$ cat config.mk
export PLATFORM = sky130hd
export DESIGN_NAME = mem_bus_master_flat
export DESIGN_NICKNAME = d
export VERILOG_FILES = /design/src/rtl/mem_bus_master_if.sv /design/src/rtl/mem_bus_master.sv /design/src/flat_wrapper.sv
export SDC_FILE = /design/constraint.sdc
export NUM_CORES = 1
export LEC_CHECK = 0
export ABC_AREA = 1
export CORE_ASPECT_RATIO = 0.7
export CORE_MARGIN = 8
export CORE_UTILIZATION = 40
export CTS_BUF_LIST = sky130_fd_sc_hd__clkbuf_8
export DETAILED_ROUTE_END_ITERATION = 7
export PLACE_DENSITY = 0.78
export RECOVER_POWER = 50
export SYNTH_ARGS = -nofsm -noshare
export SYNTH_HDL_FRONTEND = slang
export SYNTH_SLANG_ARGS = --single-unit
$ cat constraint.sdc
create_clock -name clk -period 1.41 [get_ports clk]
set_input_delay 0.282 -clock clk [delete_from_list [all_inputs] [get_ports clk]]
set_output_delay 0.282 -clock clk [all_outputs]
set_load 0.05 [all_outputs]
$ cat src/rtl/mem_bus_master_if.sv
// Command/response handshake and memory-bus signals of mem_bus_master.
// The master modport is the initiator's view; slave is the control/memory side.
interface mem_bus_master_if #(
    parameter int ADDR_W = 2,
    parameter int DATA_W = 8
);
    logic              cmd_valid;
    logic              cmd_ready;
    logic              cmd_write;
    logic [ADDR_W-1:0] cmd_addr;
    logic [DATA_W-1:0] cmd_wdata;
    logic              rsp_valid;
    logic              rsp_ready;
    logic              rsp_write;
    logic [DATA_W-1:0] rsp_rdata;
    logic              init_done;
    logic              m_wen;
    logic              m_ren;
    logic [ADDR_W-1:0] m_addr;
    logic [DATA_W-1:0] m_wdata;
    logic [DATA_W-1:0] m_rdata;

    modport master (
        input  cmd_valid, cmd_write, cmd_addr, cmd_wdata, rsp_ready, m_rdata,
        output cmd_ready, rsp_valid, rsp_write, rsp_rdata, init_done,
               m_wen, m_ren, m_addr, m_wdata
    );

    modport slave (
        output cmd_valid, cmd_write, cmd_addr, cmd_wdata, rsp_ready, m_rdata,
        input  cmd_ready, rsp_valid, rsp_write, rsp_rdata, init_done,
               m_wen, m_ren, m_addr, m_wdata
    );
endinterface

$ cat src/rtl/mem_bus_master.sv
// Single-outstanding read/write initiator for the 4 x 8 memory bus, registered outputs.
// Optional MEM_INIT_EN: after reset, fill every memory entry with INIT_VAL before accepting commands.
module mem_bus_master #(
    parameter int ADDR_W = 2,
    parameter int DATA_W = 8
`ifdef MEM_INIT_EN
    , parameter logic [DATA_W-1:0] INIT_VAL = {DATA_W{1'b0}}
`endif
) (
    input  logic             clk,
    input  logic             rst,
    mem_bus_master_if.master bus
);

    typedef enum logic [2:0] {
        ST_IDLE  = 3'd0,
        ST_ISSUE = 3'd1,
        ST_WAIT  = 3'd2,
        ST_RESP  = 3'd3
`ifdef MEM_INIT_EN
        , ST_INIT = 3'd4
`endif
    } state_t;

`ifdef MEM_INIT_EN
    localparam state_t RST_STATE = ST_INIT;
    localparam logic   RST_READY = 1'b0;
`else
    localparam state_t RST_STATE = ST_IDLE;
    localparam logic   RST_READY = 1'b1;
`endif

    state_t            state_q, state_d;
    logic              cmd_ready_q, cmd_ready_d;
    logic              rsp_valid_q, rsp_valid_d;
    logic              rsp_write_q, rsp_write_d;
    logic [DATA_W-1:0] rsp_rdata_q, rsp_rdata_d;
    logic              m_wen_q, m_wen_d;
    logic              m_ren_q, m_ren_d;
    logic [ADDR_W-1:0] m_addr_q, m_addr_d;
    logic [DATA_W-1:0] m_wdata_q, m_wdata_d;
    logic              accept_s;
`ifdef MEM_INIT_EN
    // Extra MSB flags sweep completion once every address has been written.
    logic [ADDR_W:0]   init_cnt_q, init_cnt_d;
    logic              init_done_q, init_done_d;
`endif

    assign accept_s = bus.cmd_valid && cmd_ready_q;

    // State and output registers with synchronous reset.
    always_ff @(posedge clk) begin
        if (rst) begin
            state_q     <= RST_STATE;
            cmd_ready_q <= RST_READY;
            rsp_valid_q <= 1'b0;
            rsp_write_q <= 1'b0;
            rsp_rdata_q <= {DATA_W{1'b0}};
            m_wen_q     <= 1'b0;
            m_ren_q     <= 1'b0;
            m_addr_q    <= {ADDR_W{1'b0}};
            m_wdata_q   <= {DATA_W{1'b0}};
`ifdef MEM_INIT_EN
            init_cnt_q  <= {(ADDR_W+1){1'b0}};
            init_done_q <= 1'b0;
`endif
        end else begin
            state_q     <= state_d;
            cmd_ready_q <= cmd_ready_d;
            rsp_valid_q <= rsp_valid_d;
            rsp_write_q <= rsp_write_d;
            rsp_rdata_q <= rsp_rdata_d;
            m_wen_q     <= m_wen_d;
            m_ren_q     <= m_ren_d;
            m_addr_q    <= m_addr_d;
            m_wdata_q   <= m_wdata_d;
`ifdef MEM_INIT_EN
            init_cnt_q  <= init_cnt_d;
            init_done_q <= init_done_d;
`endif
        end
    end

    // Next-state logic.
    always_comb begin
        state_d = state_q;
        case (state_q)
            ST_IDLE: begin
                if (accept_s) state_d = ST_ISSUE;
                else          state_d = ST_IDLE;
            end
            ST_ISSUE: begin
                if (rsp_write_q) state_d = ST_RESP;
                else             state_d = ST_WAIT;
            end
            ST_WAIT: state_d = ST_RESP;
            ST_RESP: begin
                if (bus.rsp_ready) state_d = ST_IDLE;
                else               state_d = ST_RESP;
            end
`ifdef MEM_INIT_EN
            ST_INIT: begin
                if (init_cnt_q[ADDR_W]) state_d = ST_IDLE;
                else                    state_d = ST_INIT;
            end
`endif
            default: state_d = RST_STATE;
        endcase
    end

    // Next values of the registered outputs; strobes default low so each lasts one cycle.
    always_comb begin
        cmd_ready_d = 1'b0;
        rsp_valid_d = 1'b0;
        m_wen_d     = 1'b0;
        m_ren_d     = 1'b0;
        rsp_write_d = rsp_write_q;
        rsp_rdata_d = rsp_rdata_q;
        m_addr_d    = m_addr_q;
        m_wdata_d   = m_wdata_q;
`ifdef MEM_INIT_EN
        init_cnt_d  = init_cnt_q;
        init_done_d = init_done_q;
`endif
        case (state_q)
            ST_IDLE: begin
                if (accept_s) begin
                    m_wen_d     = bus.cmd_write;
                    m_ren_d     = !bus.cmd_write;
                    m_addr_d    = bus.cmd_addr;
                    m_wdata_d   = bus.cmd_wdata;
                    rsp_write_d = bus.cmd_write;
                end else begin
                    cmd_ready_d = 1'b1;
                end
            end
            ST_ISSUE: begin
                if (rsp_write_q) begin
                    rsp_rdata_d = m_wdata_q;
                    rsp_valid_d = 1'b1;
                end else begin
                    rsp_valid_d = 1'b0;
                end
            end
            ST_WAIT: begin
                rsp_rdata_d = bus.m_rdata;
                rsp_valid_d = 1'b1;
            end
            ST_RESP: begin
                if (bus.rsp_ready) cmd_ready_d = 1'b1;
                else               rsp_valid_d = 1'b1;
            end
`ifdef MEM_INIT_EN
            ST_INIT: begin
                if (!init_cnt_q[ADDR_W]) begin
                    m_wen_d    = 1'b1;
                    m_addr_d   = init_cnt_q[ADDR_W-1:0];
                    m_wdata_d  = INIT_VAL;
                    init_cnt_d = init_cnt_q + {{ADDR_W{1'b0}}, 1'b1};
                end else begin
                    init_done_d = 1'b1;
                    cmd_ready_d = 1'b1;
                end
            end
`endif
            default: begin
                cmd_ready_d = 1'b0;
            end
        endcase
    end

    assign bus.cmd_ready = cmd_ready_q;
    assign bus.rsp_valid = rsp_valid_q;
    assign bus.rsp_write = rsp_write_q;
    assign bus.rsp_rdata = rsp_rdata_q;
    assign bus.m_wen     = m_wen_q;
    assign bus.m_ren     = m_ren_q;
    assign bus.m_addr    = m_addr_q;
    assign bus.m_wdata   = m_wdata_q;
`ifdef MEM_INIT_EN
    assign bus.init_done = init_done_q;
`else
    assign bus.init_done = 1'b1;
`endif

endmodule

$ cat src/flat_wrapper.sv
// flat-port wrapper written by rule: the top's interface ports become plain ports
module mem_bus_master_flat 
#(
    parameter int ADDR_W = 2,
    parameter int DATA_W = 8

)
  (clk, rst, bus_cmd_valid, bus_cmd_write, bus_cmd_addr, bus_cmd_wdata, bus_rsp_ready, bus_m_rdata, bus_cmd_ready, bus_rsp_valid, bus_rsp_write, bus_rsp_rdata, bus_init_done, bus_m_wen, bus_m_ren, bus_m_addr, bus_m_wdata);
  mem_bus_master_if #(.ADDR_W(ADDR_W), .DATA_W(DATA_W)) bus_i ();
  input  logic clk;
  input  logic rst;
  input wire logic [$bits(bus_i.cmd_valid)-1:0] bus_cmd_valid;
  input wire logic [$bits(bus_i.cmd_write)-1:0] bus_cmd_write;
  input wire logic [$bits(bus_i.cmd_addr)-1:0] bus_cmd_addr;
  input wire logic [$bits(bus_i.cmd_wdata)-1:0] bus_cmd_wdata;
  input wire logic [$bits(bus_i.rsp_ready)-1:0] bus_rsp_ready;
  input wire logic [$bits(bus_i.m_rdata)-1:0] bus_m_rdata;
  output wire logic [$bits(bus_i.cmd_ready)-1:0] bus_cmd_ready;
  output wire logic [$bits(bus_i.rsp_valid)-1:0] bus_rsp_valid;
  output wire logic [$bits(bus_i.rsp_write)-1:0] bus_rsp_write;
  output wire logic [$bits(bus_i.rsp_rdata)-1:0] bus_rsp_rdata;
  output wire logic [$bits(bus_i.init_done)-1:0] bus_init_done;
  output wire logic [$bits(bus_i.m_wen)-1:0] bus_m_wen;
  output wire logic [$bits(bus_i.m_ren)-1:0] bus_m_ren;
  output wire logic [$bits(bus_i.m_addr)-1:0] bus_m_addr;
  output wire logic [$bits(bus_i.m_wdata)-1:0] bus_m_wdata;
  assign bus_i.cmd_valid = bus_cmd_valid;
  assign bus_i.cmd_write = bus_cmd_write;
  assign bus_i.cmd_addr = bus_cmd_addr;
  assign bus_i.cmd_wdata = bus_cmd_wdata;
  assign bus_i.rsp_ready = bus_rsp_ready;
  assign bus_i.m_rdata = bus_m_rdata;
  assign bus_cmd_ready = bus_i.cmd_ready;
  assign bus_rsp_valid = bus_i.rsp_valid;
  assign bus_rsp_write = bus_i.rsp_write;
  assign bus_rsp_rdata = bus_i.rsp_rdata;
  assign bus_init_done = bus_i.init_done;
  assign bus_m_wen = bus_i.m_wen;
  assign bus_m_ren = bus_i.m_ren;
  assign bus_m_addr = bus_i.m_addr;
  assign bus_m_wdata = bus_i.m_wdata;
  mem_bus_master #(.ADDR_W(ADDR_W), .DATA_W(DATA_W)) u_core (.clk(clk), .rst(rst), .bus(bus_i));
endmodule
Word-level counts from Yosys, hierarchy flattened. Index checks and enable logic that the tools add are counted.

Word-level logic and storage cells: 34. Output and inout bits: 24. Input bits: 23. Flip-flop bits (word level): 26.

Mux-type cells: 12. Reductions and logical operators: 7. Bitwise logic cells: 2. Eq/ne operators: 4.

Operator list (number): $pmux W8 S2 (1); $pmux W3 S4 (1); $mux W8 (1); $eq A3 B2 Y1 const B (2); $mux W1 (6); $reduce_and A2 Y1 (2); $eq A3 B1 Y1 const B (1); $logic_not A3 Y1 (1); $pmux W1 S3 (1); $reduce_or A3 Y1 (1); $mux W2 (1); $ne A2 B1 Y1 const B (1); $not A1 Y1 (2); $pmux W1 S2 (1); $reduce_bool A2 Y1 (1); $logic_and A1 B1 Y1 (1); $logic_not A1 Y1 (1).

Longest topological paths before layout.
Word-level depth: 3. Gate-level depth with buffers: 9. Gate-level depth less buffers: 7.

Worst setup path before layout. No wires, ideal clock.

Path type: register to register. Start: reg u_core.cmd_ready_q, in the netlist u_core.bus.cmd_ready. End: reg u_core.m_wdata_q[0], in the netlist u_core.bus.m_wdata[0]. Setup time: 0.113 ns. Stages on the path, launching flop included: 5. Path slack: 0.119 ns. Clock period less this slack: 1.291 ns. Path buffers: 1. Required time: 1.297 ns. Arrival time: 1.178 ns. Cells stage by stage: dfxtp_1 nand3_2 buf_4 nor2_1 nor2_1.

Cells in the longest elaborated chain, start to end: 2.

RTL lines: start: declaration (RTL line mem_bus_master.sv:34) `logic cmd_ready_q, cmd_ready_d;`; start signal: assignment (RTL line mem_bus_master.sv:69) `cmd_ready_q <= cmd_ready_d;`; $logic_and A1 B1 Y1 (RTL line mem_bus_master.sv:49) `assign accept_s = bus.cmd_valid && cmd_ready_q;`; $reduce_and A2 Y1 (no source line); end signal: assignment (RTL line mem_bus_master.sv:62) `m_wdata_q <= {DATA_W{1'b0}};`; end signal: assignment (RTL line mem_bus_master.sv:76) `m_wdata_q <= m_wdata_d;`; end: declaration (RTL line mem_bus_master.sv:41) `logic [DATA_W-1:0] m_wdata_q, m_wdata_d;`.

Every way passes these cells. A chain may end at the register's enable or synchronous reset.

Worst setup path after layout.
Start: reg u_core.m_wen_q, in the netlist u_core.bus.m_wen. End: out bus_m_wen.

RTL lines: start: declaration (RTL line mem_bus_master.sv:38) `logic m_wen_q, m_wen_d;`; start signal: assignment (RTL line mem_bus_master.sv:73) `m_wen_q <= m_wen_d;`; end: declaration (RTL line flat_wrapper.sv:23) `output wire logic [$bits(bus_i.m_wen)-1:0] bus_m_wen;`.

No word-level cell between the ends.

==> out/qor_table.md <==
| Group | Item | Value |
| --- | --- | --- |
| clocking | Clock tree from TritonCTS | yes |
| clocking | Clock Tree Root | sky130_fd_sc_hd__clkbuf_8 |
| timing | Final clock period utilization by the worst path | 0.902 |
| finish | Fin nets | 263 |
| finish | Most used cells in the layout excluding fill and tap cells | sky130_fd_sc_hd__nand2_1, sky130_fd_sc_hd__nor2_1, sky130_fd_sc_hd__inv_1 |
| logic synthesis | Post-synthesis instance total | 189 |
| hold path | Min-delay worst type | flip-flop to flip-flop |
| detailed routing | Post-detailed-route wirelength per cell | 11.1 µm |
| grt | Global-route wire length before repair | 4830 µm |
| timing | Final worst hold slack | 0.523 ns |
| floorplan | Total I/O pin count | 47 |
| critical path | Critical Path Source Type | flip-flop |
| timing | Time the worst path needs with I/O delays and setup | 1.27 ns |
| clocking | H-Tree Level Count | 1 |
| grt | Initial antenna violation count | 0 |
| placed design | Routability-driven placement congestion ratio | 0.799 |
| status | Status | complete, no violations |
| timing | Tightest slew margin relative to the limit | 0.664 |
| placed design | Port Buffer Count | 45 |
| finish | Commonest non-fill, non-tap cell in the layout | sky130_fd_sc_hd__nand2_1 |
| floorplan | Area inside the core boundary | 3040 µm² |
| critical path | Buf+Inv Stages, Crit Path | 1 |
| critical path | Maximum single-stage delay on the critical path | 0.41 ns |
| finish | Share of final-layout standard cells stronger than drive strength 1 | 0.157 |
| critical path | Data required time at the worst endpoint | 1.13 ns |
| placed design | Detail Placement HPWL | 2310 µm |
| timing | Total Neg Setup Slack | 0 ns |
| floorplan | Die Y-Extent | 62.4 µm |
| detailed routing | Total Routed Length | 3020 µm |
| grt | Maximum number of pins on one net before global-route repair | 25 |
| timing | Number of max-slew violations in the final report | 0 |
| clocking | Clock transition at path regs | 0.08 ns |
| floorplan | Std-Cell Rows | 17 |
| finish | Post-route cell area | 1690 µm² |
| finish | Fill count | 316 |
| logic synthesis | Sequential area share after synthesis | 0.406 |
| logic synthesis | Synthesized net count | 216 |
| critical path | Crit-path cells | dlymetal6s2s_1 |
| detailed routing | Antenna-violating nets left | 0 |
| critical path | Data arrival time of the worst path | 0.99 ns |
| pwr | Total Power | 0.00276 W |
| floorplan | Initial core utilization | 0.405 |
| grt | Number of global-route vias before repair | 1089 |
| critical path | Cell at the slowest stage of the critical path | sky130_fd_sc_hd__dlymetal6s2s_1 |
| pwr | Worst IR drop on VDD | 0.742 mV |
| timing | Actual slew at the worst max-slew pin | 0.503 ns |
| clocking | Maximum buffer depth of the clock tree | 2 |
| detailed routing | Count of unresolved DRC violations after routing | 0 |
| critical path | Endpoint type of the worst setup path | output pin |
| critical path | Crit-path leading delay family | buffers and inverters |
| grt | Overall routing resource usage | 0.117 |
| timing | Skew final | 0.00412 ns |
| grt | Total global routing overflow | 0 |
| placed design | Placed Area | 1950 µm² |
| critical path | Maximum fanout along the worst path | 1 |
| logic synthesis | Distinct cell type count after synthesis | 14 |
| timing | Hold Vio Cnt, Final | 0 |
| finish | Number of inserted diodes | 0 |
| clocking | Number of post-CTS setup repair buffers | 0 |
| detailed routing | Total number of vias | 1163 |
| run | MaxCap Viol Count | 0 |
| detailed routing | Ratio of routed vias to standard cells | 4.26 |
| critical path | Critical setup path kind | flip-flop to output pin |
| floorplan | Die width | 82.3 µm |
| pwr | Cell area power density | 1630 nW/µm² |
| detailed routing | Detailed-routing iteration count for the pre-antenna-repair pass | 7 |
| finish | Post-synthesis to final-layout area growth | 36.9% |
| logic synthesis | Post-Syn Area per Cell | 6.52 µm² |
| pwr | P_leak | 0.972 nW |
| clocking | Worst-skew pair later-pin latency | 0.26 ns |
| clocking | TritonCTS buffer count | 3 |
| logic synthesis | Count of yosys warnings during synthesis | 0 |
| logic synthesis | Synthesis-stage register bit count | 25 |
| clocking | Sink count of the clock tree | 25 |
| timing | Max Clk Rate | 786 MHz |
| detailed routing | Initial detailed-routing violation count | 90 |
| floorplan | Area of the die | 5140 µm² |
| timing | Final Setup Violations | 0 |
| timing | RSZ-0062 raised after global routing | false |
| logic synthesis | Netlist Area Pre-Place | 1230 µm² |
==> registers in the layout (all words and copies together) (netlist names) <==
register,flops
u_core.bus.m_addr,2
u_core.bus.rsp_write,1
u_core.bus.cmd_ready,1
u_core.bus.rsp_valid,1
u_core.state_q,2
u_core.bus.m_wdata,8
u_core.bus.rsp_rdata,8
u_core.bus.m_wen,1
u_core.bus.m_ren,1
==> cell type report <==
type,instances,area (µm²),share of cell area
clock buffers,3,41.3,0.0245
clock inverters,1,3.75,0.00223
inverters,29,114,0.0675
multi-input cells,128,559,0.332
flip-flops and latches,25,500,0.297
well taps,38,47.5,0.0282
repair buffers,49,420,0.249
==> path summary, 6_finish.rpt <==
path,startpoint,slack [ns],endpoint,cells after the start
max reg2reg,u_core.state_q[0],0.15,u_core.bus.rsp_rdata[0],7
max,u_core.bus.m_wen,0.14,bus_m_wen,1
min,u_core.bus.m_addr[1],0.52,u_core.bus.m_addr[1],4
min reg2reg,u_core.bus.m_addr[1],0.52,u_core.bus.m_addr[1],4
==> per-layer routing <==
layer | global-route usage | wire (µm) | part of all wire | up-vias
li1 | - | - | - | 639
met4 | 0.0197 | 14 | 0.0046 | 0
met3 | 0.0546 | 225 | 0.074 | 2
met1 | 0.152 | 1470 | 0.49 | 493
met2 | 0.172 | 1310 | 0.43 | 29
met5 | 0 | 0 | 0 | -
==> stage by stage <==
step | util | setup slack, ns | instances
3_5_place_dp | 0.642 | 0.0902 | 269
4_1_cts | 0.657 | 0.0815 | 273
3_3_place_gp | 0.642 | 0.112 | 269
6_report | 0.555 | 0.139 | 273
2_1_floorplan | - | 0.119 | 189
5_1_grt | 0.555 | 0.0553 | 273
==> cell usage after synthesis <==
master	count	share of area
sky130_fd_sc_hd__nand2_4	1	0.0091
sky130_fd_sc_hd__buf_4	4	0.024
sky130_fd_sc_hd__nand3_1	11	0.045
sky130_fd_sc_hd__nand2_2	4	0.020
sky130_fd_sc_hd__conb_1	1	0.0030
sky130_fd_sc_hd__ha_1	4	0.041
sky130_fd_sc_hd__nand3_2	1	0.0081
sky130_fd_sc_hd__nor3_1	1	0.0041
sky130_fd_sc_hd__inv_6	1	0.0071
sky130_fd_sc_hd__nand2_1	65	0.20
sky130_fd_sc_hd__nor2_1	40	0.12
sky130_fd_sc_hd__inv_1	28	0.085
sky130_fd_sc_hd__dfxtp_1	25	0.41
sky130_fd_sc_hd__buf_6	3	0.027
==> what timing repair did <==
| item | CTS | global route |
|---|---|---|
| hold buffers | 0 | 0 |
| endpoints found under the setup margin | 0 | 8 |
| gates resized for setup | 0 | 2 |
==> logic make-up (layout without fill, tap and decap cells) <==
kind of cell / count (synthesis) / count (layout) / share of synthesized area
simple gates: 123 / 123 / 0.406
buf+inv: 36 / 82 / 0.144
flops: 25 / 25 / 0.406
fa+ha+maj: 4 / 4 / 0.0406
other cells: 1 / 1 / 0.00304
==> report_power, final <==
group | internal, W | switching [W] | total (W)
logic | 0.000425 | 0.000968 | 0.00139
registers | 0.000852 | 0.0000996 | 0.000952
clock network | 0.000195 | 0.000216 | 0.000411
total | 0.00147 | 0.00128 | 0.00276
(Power assumes the default switching activity.)
